==> src/rtl/add_sub_pipe.sv <==
// Pipelined adder/subtractor: the WIDTH-bit add is split into STAGES equal chunks that
// ripple a registered carry from stage to stage, with valid/ready flow control and flush.
module add_sub_pipe #(
    parameter int WIDTH  = 32,
    parameter int STAGES = 2,
    parameter int TAG_W  = 5
) (
    input  logic             clk,
    input  logic             reset,
    input  logic             flush,
    input  logic             in_valid,
    output logic             in_ready,
    input  logic             in_sub,
    input  logic [WIDTH-1:0] in_a,
    input  logic [WIDTH-1:0] in_b,
    input  logic [TAG_W-1:0] in_tag,
    output logic             out_valid,
    input  logic             out_ready,
    output logic [WIDTH-1:0] out_result,
    output logic             out_carry,
    output logic             out_ovf,
    output logic [TAG_W-1:0] out_tag
);
    localparam int CW   = WIDTH / STAGES;
    localparam int LAST = STAGES - 1;
    localparam int NI   = (STAGES > 1) ? STAGES - 1 : 1;

    logic [STAGES-1:0] v_q, v_d, adv, ld_en;
    logic              accept;

    // Intermediate slots; the last slot is the output register set below.
    logic [WIDTH-1:0] a_q [NI];
    logic [WIDTH-1:0] b_q [NI];
    logic [WIDTH-1:0] r_q [NI];
    logic             c_q [NI];
    logic [TAG_W-1:0] t_q [NI];

    logic [WIDTH-1:0] ld_a [STAGES];
    logic [WIDTH-1:0] ld_b [STAGES];
    logic [WIDTH-1:0] ld_r [STAGES];
    logic             ld_c [STAGES];
    logic [TAG_W-1:0] ld_t [STAGES];
    logic [WIDTH-1:0] nx_r [STAGES];
    logic             nx_c [STAGES];
    logic [CW:0]      csum [STAGES];
    logic             ovf_d;

    logic [WIDTH-1:0] res_q;
    logic             carry_q;
    logic             ovf_q;
    logic [TAG_W-1:0] tag_q;

    // A slot advances when any slot downstream of it is empty or the consumer is taking.
    always_comb begin : flow
        logic free;
        free = out_ready;
        adv  = '0;
        for (int k = LAST; k >= 0; k--) begin
            adv[k] = v_q[k] && free;
            free   = free || !v_q[k];
        end
        in_ready = free && !flush && !reset;
        accept   = in_valid && in_ready;
        ld_en    = '0;
        ld_en[0] = accept;
        for (int k = 1; k < STAGES; k++) begin
            ld_en[k] = adv[k-1];
        end
        v_d = '0;
        for (int k = 0; k < STAGES; k++) begin
            v_d[k] = ld_en[k] || (v_q[k] && !adv[k]);
        end
    end

    always_comb begin
        ld_a[0] = in_a;
        ld_b[0] = in_sub ? ~in_b : in_b;
        ld_r[0] = '0;
        ld_c[0] = in_sub;
        ld_t[0] = in_tag;
        for (int k = 1; k < STAGES; k++) begin
            ld_a[k] = a_q[k-1];
            ld_b[k] = b_q[k-1];
            ld_r[k] = r_q[k-1];
            ld_c[k] = c_q[k-1];
            ld_t[k] = t_q[k-1];
        end
        for (int k = 0; k < STAGES; k++) begin
            csum[k] = {1'b0, ld_a[k][k*CW +: CW]} + {1'b0, ld_b[k][k*CW +: CW]}
                    + {{CW{1'b0}}, ld_c[k]};
            nx_r[k] = ld_r[k];
            nx_r[k][k*CW +: CW] = csum[k][CW-1:0];
            nx_c[k] = csum[k][CW];
        end
        ovf_d = (ld_a[LAST][WIDTH-1] == ld_b[LAST][WIDTH-1])
             && (nx_r[LAST][WIDTH-1] != ld_a[LAST][WIDTH-1]);
    end

    always_ff @(posedge clk) begin
        if (reset || flush) begin
            v_q <= '0;
        end else begin
            v_q <= v_d;
        end
    end

    always_ff @(posedge clk) begin
        for (int k = 0; k < LAST; k++) begin
            if (ld_en[k]) begin
                a_q[k] <= ld_a[k];
                b_q[k] <= ld_b[k];
                r_q[k] <= nx_r[k];
                c_q[k] <= nx_c[k];
                t_q[k] <= ld_t[k];
            end
        end
    end

    // Output stage: holds while stalled, cleared on reset.
    always_ff @(posedge clk) begin
        if (reset) begin
            res_q   <= '0;
            carry_q <= 1'b0;
            ovf_q   <= 1'b0;
            tag_q   <= '0;
        end else if (ld_en[LAST]) begin
            res_q   <= nx_r[LAST];
            carry_q <= nx_c[LAST];
            ovf_q   <= ovf_d;
            tag_q   <= ld_t[LAST];
        end
    end

    assign out_valid  = v_q[LAST];
    assign out_result = res_q;
    assign out_carry  = carry_q;
    assign out_ovf    = ovf_q;
    assign out_tag    = tag_q;

endmodule

==> config.mk <==
export PLATFORM = sky130hd
export DESIGN_NAME = add_sub_pipe
export DESIGN_NICKNAME = d
export VERILOG_FILES = /design/src/rtl/add_sub_pipe.sv
export SDC_FILE = /design/constraint.sdc
export NUM_CORES = 1
export LEC_CHECK = 0
export CELL_PAD_IN_SITES_DETAIL_PLACEMENT = 0
export CELL_PAD_IN_SITES_GLOBAL_PLACEMENT = 1
export CORE_ASPECT_RATIO = 0.6
export CORE_MARGIN = 2
export CORE_UTILIZATION = 35
export DETAILED_ROUTE_END_ITERATION = 8
export HOLD_SLACK_MARGIN = 0.02
export PLACE_DENSITY = 0.76
export SYNTH_ARGS = -nofsm -noshare
export SYNTH_HDL_FRONTEND = slang
export SYNTH_SLANG_ARGS = --single-unit
==> constraint.sdc <==
create_clock -name clk -period 3.2 [get_ports clk]
set_input_delay 0.64 -clock clk [delete_from_list [all_inputs] [get_ports clk]]
set_output_delay 0.64 -clock clk [all_outputs]
set_load 0.1 [all_outputs]
==> parameters.txt, run 1 <==
Parameter                              Value

Status
  Status    completed

Die
  Boundary Pins    116
  Area of the core    0.01358 mm²
  Total Die Area    0.01481 mm²
  Site row count    33
  Die Span X    155.8 µm
  Die Y-Extent    roughly 95 µm
  Initial standard-cell utilization of the core    0.3562

Cells and area
  Final nets    671
  Layout Utilization    0.4697
  Post-layout instance area    0.006381 mm²
  Fraction of layout instances using a drive strength above 1    0.1320
  N_diodes    0
  Most used cells in the layout excluding fill and tap cells    sky130_fd_sc_hd__clkdlybuf4s50_1 (72), sky130_fd_sc_hd__nand2_1 (61), sky130_fd_sc_hd__edfxtp_1 (54), sky130_fd_sc_hd__buf_4 (45), sky130_fd_sc_hd__a21oi_1 (43)
  Commonest non-fill, non-tap cell in the layout    sky130_fd_sc_hd__clkdlybuf4s50_1
  Number of fillers in the final layout    between 1000 and 1500
  Layout-stage area growth over the synthesis result    31.89%

Routing
  Wire length the detailed router placed on met1    6227 µm
  DRC Markers    0
  Ratio of routed vias to standard cells    between 4 and 5
  First DRT Iteration DRCs    130
  Final routed wire length divided by cell count    about 16 µm
  Met3 WL    roughly 630 µm
  Uppermost layer routed    met4
  Via count    3645
  Aggregate routed wire length    11680 µm
  Antenna violation net count after detailed routing    0
  Sum of met2 wire segment lengths after detailed routing    4745 µm
  Number of detailed-route iterations in the first pass    4

Timing
  Number of slew-limit violations in the final report    0
  Post-route clock skew    7.789 ps
  Final hold violation count    0
  Peak Freq    0.3447 GHz
  Setup repair after global routing missed its margin    false
  Relative max-transition margin    0.4337
  Sum Neg Setup Slack    0 ps
  Post-route minimum period    2901 ps
  Number of setup violations in the final report    0
  Transition time at the pin with the least slew margin    around 850 ps
  Worst hold slack after final layout    454.9 ps
  Period utilisation layout    0.9067

Logic synthesis
  Register bit count reported by yosys    95
  Mean area per synthesized cell    10.82 µm²
  Library cells used by synthesis    53
  Portion of the post-synthesis area used by sequential elements    0.5048
  Share of async-settable or async-resettable flops after synthesis    0
  Count of yosys warnings during synthesis    0
  Predominant post-synthesis flop cell    sky130_fd_sc_hd__edfxtp_1
  Number of cells produced by synthesis    approximately 450
  EDFF count, synth    54
  Synthesized Nets    555
  Cell area after synthesis    0.004838 mm²

Placement
  Detailed placer's ending HPWL    8646 µm
  Cell Area, Placed    a little over 0.006 mm²
  Port Buffers    115
  Final weighted congestion in routability-driven placement    0.8741

Clocking
  Maximum root-to-sink buffer count    2
  Clock transition time at the flip-flop clock pins of the worst setup and hold paths    ~70 ps
  Clock Sink Count    between 90 and 100
  Cell at the root of the clock tree    sky130_fd_sc_hd__clkbuf_16
  Later-pin clock latency in the skew report    340 ps
  CTS Buf Count    9
  Total setup buffers inserted after CTS    0
  Resize count post-CTS    0
  Level count of the clock H-tree    3
  Hold buffer count at cts    0
  Clock tree from TritonCTS    built

Global routing
  Global-route wire length before repair    18180 µm
  Global Route Usage Sum    0.1616
  Overall overflow remaining after global route    0
  Number of global-route vias before repair    3515
  Maximum number of pins on one net before global-route repair    55
  Antenna violations before repair    0

Worst hold path
  Classification of the worst-slack hold path    flop to flop

Power and ir drop
  VDD IR max    between 0.2 and 0.25 mV
  Pwr dens    495.7 mW/mm²
  Final total power    0.003163 W
  Static leakage power    2.494 nW

Worst setup path
  Required time worst endpoint    3430 ps
  Kind of critical path    flop to flop
  Highest net fanout along the worst path    4
  Kind of launch point of the worst setup path    flop
  Setup crit end kind    flop
  Slack of the worst reg-to-reg path    300 ps
  Data arrival time of the critical path    around 3100 ps

Run
  Maximum capacitance violations    0
## metal layers
metal / GRT usage / vias up
met1: 0.2439 / 1678
met3: 0.04318 / 5
li1: - / 1849
met4: 0.03899 / 0
met2: 0.2282 / 113
met5: 0 / -
## logic make-up (layout without fill, tap and decap cells)
group,after synthesis,count (layout),share of synthesized area
fa+ha+maj,33,33,0.08999
xor+xnor,55,55,0.09956
flops,95,95,0.5048
compound gates,118,118,0.1658
buf+inv,29,150,0.02819
mux,3,3,0.006465
simple gates,114,114,0.1052
## cell type report
type,instances,area [µm²],area share
flip-flops and latches,95,2442,0.3827
multi-input cells,323,2281,0.3575
repair buffers,122,1129,0.1769
clock buffers,9,225.2,0.03529
well taps,175,219.0,0.03431
inverters,12,45.04,0.007059
clock inverters,7,40.04,0.006275
## final timing paths
check                  from              to  cells after the start
max              a_q[0][16]  out_result[26]                      8
min          out_result[13]  out_result[13]                      2
min reg2reg  out_result[13]  out_result[13]                      2
max reg2reg      a_q[0][16]  out_result[26]                      8
## flip-flops by register name, indices dropped and copies added, names as in the netlist
register and count:
out_result 32, a_q 16, b_q 16, r_q 16, out_tag 5, t_q 5
v_q 2, c_q 1, out_carry 1, out_ovf 1
## critical path, stage by stage, from the launching register on
cell	delay, ps
sky130_fd_sc_hd__edfxtp_1	400
sky130_fd_sc_hd__fa_1	490
sky130_fd_sc_hd__fa_1	440
sky130_fd_sc_hd__a211o_1	350
sky130_fd_sc_hd__a21oi_1	340
sky130_fd_sc_hd__a21oi_1	220
sky130_fd_sc_hd__a31oi_1	250
sky130_fd_sc_hd__xnor2_1	110
sky130_fd_sc_hd__a22o_1	200
## through the flow
stage	instances	setup WS, ps
2_1_floorplan	447	11.63
3_3_place_gp	727	175.1
3_5_place_dp	727	68.31
4_1_cts	743	308.5
5_1_grt	743	176.5
6_report	743	298.5
## Yosys cell counts, types with 3 or more instances
| library cell | count | area share |
|---|---|---|
| sky130_fd_sc_hd__inv_1 | 12 | 0.0093 |
| sky130_fd_sc_hd__o22ai_1 | 3 | 0.0039 |
| sky130_fd_sc_hd__nand4_1 | 5 | 0.0065 |
| sky130_fd_sc_hd__edfxtp_1 | 54 | 0.34 |
| sky130_fd_sc_hd__o21ai_0 | 8 | 0.0083 |
| sky130_fd_sc_hd__clkbuf_1 | 11 | 0.0085 |
| sky130_fd_sc_hd__nor2b_1 | 4 | 0.0052 |
| sky130_fd_sc_hd__nand2_1 | 61 | 0.047 |
| sky130_fd_sc_hd__o21ai_1 | 5 | 0.0052 |
| sky130_fd_sc_hd__dfxtp_1 | 41 | 0.17 |
| sky130_fd_sc_hd__o21a_1 | 4 | 0.0062 |
| sky130_fd_sc_hd__and3_1 | 5 | 0.0065 |
| sky130_fd_sc_hd__nor2_1 | 19 | 0.015 |
| sky130_fd_sc_hd__buf_1 | 3 | 0.0023 |
| sky130_fd_sc_hd__ha_1 | 30 | 0.078 |
| sky130_fd_sc_hd__xnor2_1 | 19 | 0.034 |
| sky130_fd_sc_hd__xor2_1 | 36 | 0.065 |
| sky130_fd_sc_hd__fa_1 | 3 | 0.012 |
| sky130_fd_sc_hd__and2_1 | 4 | 0.0052 |
| sky130_fd_sc_hd__a21oi_1 | 43 | 0.044 |
| sky130_fd_sc_hd__a22o_1 | 6 | 0.011 |
| sky130_fd_sc_hd__a211oi_1 | 10 | 0.016 |
| sky130_fd_sc_hd__nor3_1 | 6 | 0.0062 |
| sky130_fd_sc_hd__a21o_1 | 14 | 0.022 |
## power breakdown
| part | leakage [nW] | total, W | internal [W] | switching, W |
|---|---|---|---|---|
| clock network | 0.124 | 0.000965 | 0.000518 | 0.000447 |
| registers | 0.829 | 0.00141 | 0.00138 | 0.0000289 |
| logic | 1.54 | 0.000792 | 0.000320 | 0.000472 |
(Power assumes the default switching activity.)
==> run 2: changes to the inputs <==
--- a/config.mk
+++ b/config.mk
@@ -12,7 +12,7 @@
 export CORE_UTILIZATION = 35
 export DETAILED_ROUTE_END_ITERATION = 8
 export HOLD_SLACK_MARGIN = 0.02
-export PLACE_DENSITY = 0.76
+export PLACE_DENSITY_LB_ADDON = 0.1
 export SYNTH_ARGS = -nofsm -noshare
 export SYNTH_HDL_FRONTEND = slang
 export SYNTH_SLANG_ARGS = --single-unit
==> run 2 against run 1 <==
Net effect: cell count increased by 0.40%; register-to-register slack barely moved; first-iteration DRC count is 32% higher; clock-buffer cell count stayed put; sequential share of layout area is 0.22 points lower; via count is 1.3% higher; largest power group unchanged; sequential cell count unchanged.
==> parameters.txt, run 2 (synthesized netlist as in run 1, its figures left out) <==
Parameter                              Value

Global routing
  GR Util met3    0.03591 (was 0.04318)
  Maximum number of pins on one net before global-route repair    55 (unchanged)
  Grt met1 use    0.2547 (was 0.2439)
  Global-route wire length before repair    18490 µm (was 18180 µm)
  Number of global-route vias before repair    3595 (was 3515)
  Antenna violations before repair    0 (unchanged)
  Overall overflow remaining after global route    0 (unchanged)
  Met2 track utilization from global routing    0.2327 (was 0.2282)
  Global Route Usage Sum    0.1647 (was 0.1616)
  Most congested layer reported by global routing    met1 (unchanged)

Die
  Die Span X    155.8 µm (unchanged)
  Die Y-Extent    95.08 µm (unchanged)
  Area of the core    0.01358 mm² (unchanged)
  Total Die Area    0.01481 mm² (unchanged)
  Site row count    33 (unchanged)
  Boundary Pins    116 (unchanged)
  Initial standard-cell utilization of the core    0.3562 (unchanged)

Routing
  Final routed wire length divided by cell count    16.08 µm (was 15.72 µm)
  Via count    3693 (was 3645)
  DRC Markers    0 (unchanged)
  Antenna violation net count after detailed routing    0 (unchanged)
  Number of detailed-route iterations in the first pass    4 (unchanged)
  First DRT Iteration DRCs    172 (was 130)
  Aggregate routed wire length    11990 µm (was 11680 µm)
  Ratio of routed vias to standard cells    4.950 (was 4.906)

Clocking
  Clock tree from TritonCTS    built (unchanged)
  Clock transition time at the flip-flop clock pins of the worst setup and hold paths    70 ps (about the same)
  Cell at the root of the clock tree    sky130_fd_sc_hd__clkbuf_16 (unchanged)
  Hold buffer count at cts    0 (unchanged)
  Resize count post-CTS    0 (unchanged)
  Clock Sink Count    95 (unchanged)
  Later-pin clock latency in the skew report    340 ps (about the same)
  Total setup buffers inserted after CTS    0 (unchanged)
  Level count of the clock H-tree    3 (unchanged)
  CTS Buf Count    9 (unchanged)
  Maximum root-to-sink buffer count    2 (unchanged)

Run
  Maximum capacitance violations    0 (unchanged)

Timing
  Final hold violation count    0 (unchanged)
  Post-route clock skew    6.135 ps (was 7.789 ps)
  Peak Freq    0.3433 GHz (was 0.3447 GHz)
  Relative max-transition margin    0.3799 (was 0.4337)
  Number of slew-limit violations in the final report    0 (unchanged)
  Period utilisation layout    0.9103 (was 0.9067)
  Number of setup violations in the final report    0 (unchanged)
  Transition time at the pin with the least slew margin    928.3 ps (was 849.5 ps)
  Sum Neg Setup Slack    0 ps (unchanged)
  Post-route minimum period    2913 ps (was 2901 ps)
  Setup repair after global routing missed its margin    false (unchanged)

Worst setup path
  Critical Path Slowest Stage Cell    sky130_fd_sc_hd__fa_1 (unchanged)
  Kind of critical path    flop to flop (unchanged)
  Delay of the slowest cell on the worst path    480 ps (was 490 ps)
  Setup crit end kind    flop (unchanged)
  CP bufs+invs    0 (unchanged)
  Data arrival time of the critical path    3150 ps (was 3140 ps)
  Dominant delay contributor by cell family on the critical path    compound AO/OA/AOI/OAI gates (unchanged)
  Path length in cells of the critical path    8 (unchanged)
  Worst reg2reg path depth    8 (unchanged)
  Required time worst endpoint    3440 ps (was 3430 ps)
  Ordered list of cells on the worst path    fa_1 > fa_1 > a211o_1 > a21oi_1 > a21oi_1 > a31oi_1 > xnor2_1 > a22o_1 (unchanged)
  Highest net fanout along the worst path    4 (unchanged)
  Kind of launch point of the worst setup path    flop (unchanged)

Cells and area
  Layout-stage area growth over the synthesis result    32.64% (was 31.89%)
  Commonest non-fill, non-tap cell in the layout    sky130_fd_sc_hd__clkdlybuf4s50_1 (unchanged)
  Post-layout instance area    0.006417 mm² (was 0.006381 mm²)
  Fraction of layout instances using a drive strength above 1    0.1419 (was 0.1320)
  Layout Utilization    0.4724 (was 0.4697)
  Most used cells in the layout excluding fill and tap cells    sky130_fd_sc_hd__clkdlybuf4s50_1 (72), sky130_fd_sc_hd__nand2_1 (61), sky130_fd_sc_hd__edfxtp_1 (54), sky130_fd_sc_hd__buf_4 (48), sky130_fd_sc_hd__a21oi_1 (43) (was sky130_fd_sc_hd__clkdlybuf4s50_1 (72), sky130_fd_sc_hd__nand2_1 (61), sky130_fd_sc_hd__edfxtp_1 (54), sky130_fd_sc_hd__buf_4 (45), sky130_fd_sc_hd__a21oi_1 (43))
  Number of flip-flops in the largest register    32 (unchanged)
  Final nets    674 (was 671)
  N_diodes    0 (unchanged)

Power and ir drop
  Fraction of power spent switching nets    0.3090 (was 0.2998)
  Internal power    0.002241 W (was 0.002215 W)
  Clock power frac    0.318 (was 0.305)
  Power share of the combinational group    0.248 (was 0.251)
  VDD IR max    0.2640 mV (was 0.2337 mV)
  Switching power of the nets    0.001002 W (was 0.0009481 W)
  Static leakage power    2.528 nW (was 2.494 nW)
  Sequential cell fraction of total power    0.433 (was 0.444)
  Pwr dens    505.4 mW/mm² (was 495.7 mW/mm²)

Placement
  Cell Area, Placed    0.006138 mm² (was 0.006116 mm²)
  Port Buffers    115 (unchanged)
  Final weighted congestion in routability-driven placement    0.8706 (was 0.8741)
  Detailed placer's ending HPWL    8934 µm (was 8646 µm)

Worst hold path
  Classification of the worst-slack hold path    flop to flop (unchanged)
  Number of stages on the worst hold path    2 (unchanged)

Status
  Status    completed (unchanged)
[run 2: changes by cell type in the layout (fill, tap and decap cells not counted)]
cell,delta
sky130_fd_sc_hd__clkinv_1,-3
sky130_fd_sc_hd__clkinvlp_4,-2
sky130_fd_sc_hd__inv_4,+1
sky130_fd_sc_hd__inv_6,+3
sky130_fd_sc_hd__buf_4,+3
sky130_fd_sc_hd__clkinv_4,-1
sky130_fd_sc_hd__inv_8,+1
sky130_fd_sc_hd__clkinv_2,+1
[run 2: routing by layer]
layer,share of wire,routed length [µm]
met1,0.55,6619
met2,0.39,4667
met3,0.051,613
met4,0.0079,95
met5,0,0
[run 2: power by group through the flow]
stage	registers, W	logic (W)	clock network, W
floorplan	0.00157	0.000400	0
global placement	0.00143	0.000802	0
detailed placement	0.00143	0.000802	0
finish	0.00141	0.000806	0.00103
global route	0.00141	0.000872	0.00111
CTS	0.00141	0.000806	0.00107
[run 2: through the flow]
stage	cells	total power (W)	worst slack, ps	hold WS [ps]
global placement	730	0.002235	113.6	441.9
detailed placement	730	0.002236	115.1	448.6
floorplan	447	0.001971	11.63	471.3
CTS	746	0.003281	289.0	458.9
finish	746	0.003244	286.9	454.8
global route	746	0.003397	148.3	476.9
[run 2: worst paths after layout]
path              slack [ps]             end  startpoint
hold / removal           450      out_tag[3]  out_tag[3]
setup / recovery         290  out_result[26]  a_q[0][16]
setup reg to reg         290  out_result[26]  a_q[0][16]
hold reg to reg          450      out_tag[3]  out_tag[3]
[run 2: worst reg2reg max path: stages (launching register included)]
cell                       delay, ps
sky130_fd_sc_hd__edfxtp_1        430
sky130_fd_sc_hd__fa_1            480
sky130_fd_sc_hd__fa_1            440
sky130_fd_sc_hd__a211o_1         330
sky130_fd_sc_hd__a21oi_1         320
sky130_fd_sc_hd__a21oi_1         190
sky130_fd_sc_hd__a31oi_1         280
sky130_fd_sc_hd__xnor2_1         130
sky130_fd_sc_hd__a22o_1          210
[run 2: area by class of cell]
type,count,area [µm²]
Fill cell,1276,7167
Sequential cell,95,2442
Multi-Input combinational cell,323,2281
Timing Repair Buffer,125,1151
Clock buffer,9,225.2
Tap cell,175,219.0
Clock inverter,7,53.80
Inverter,12,45.04
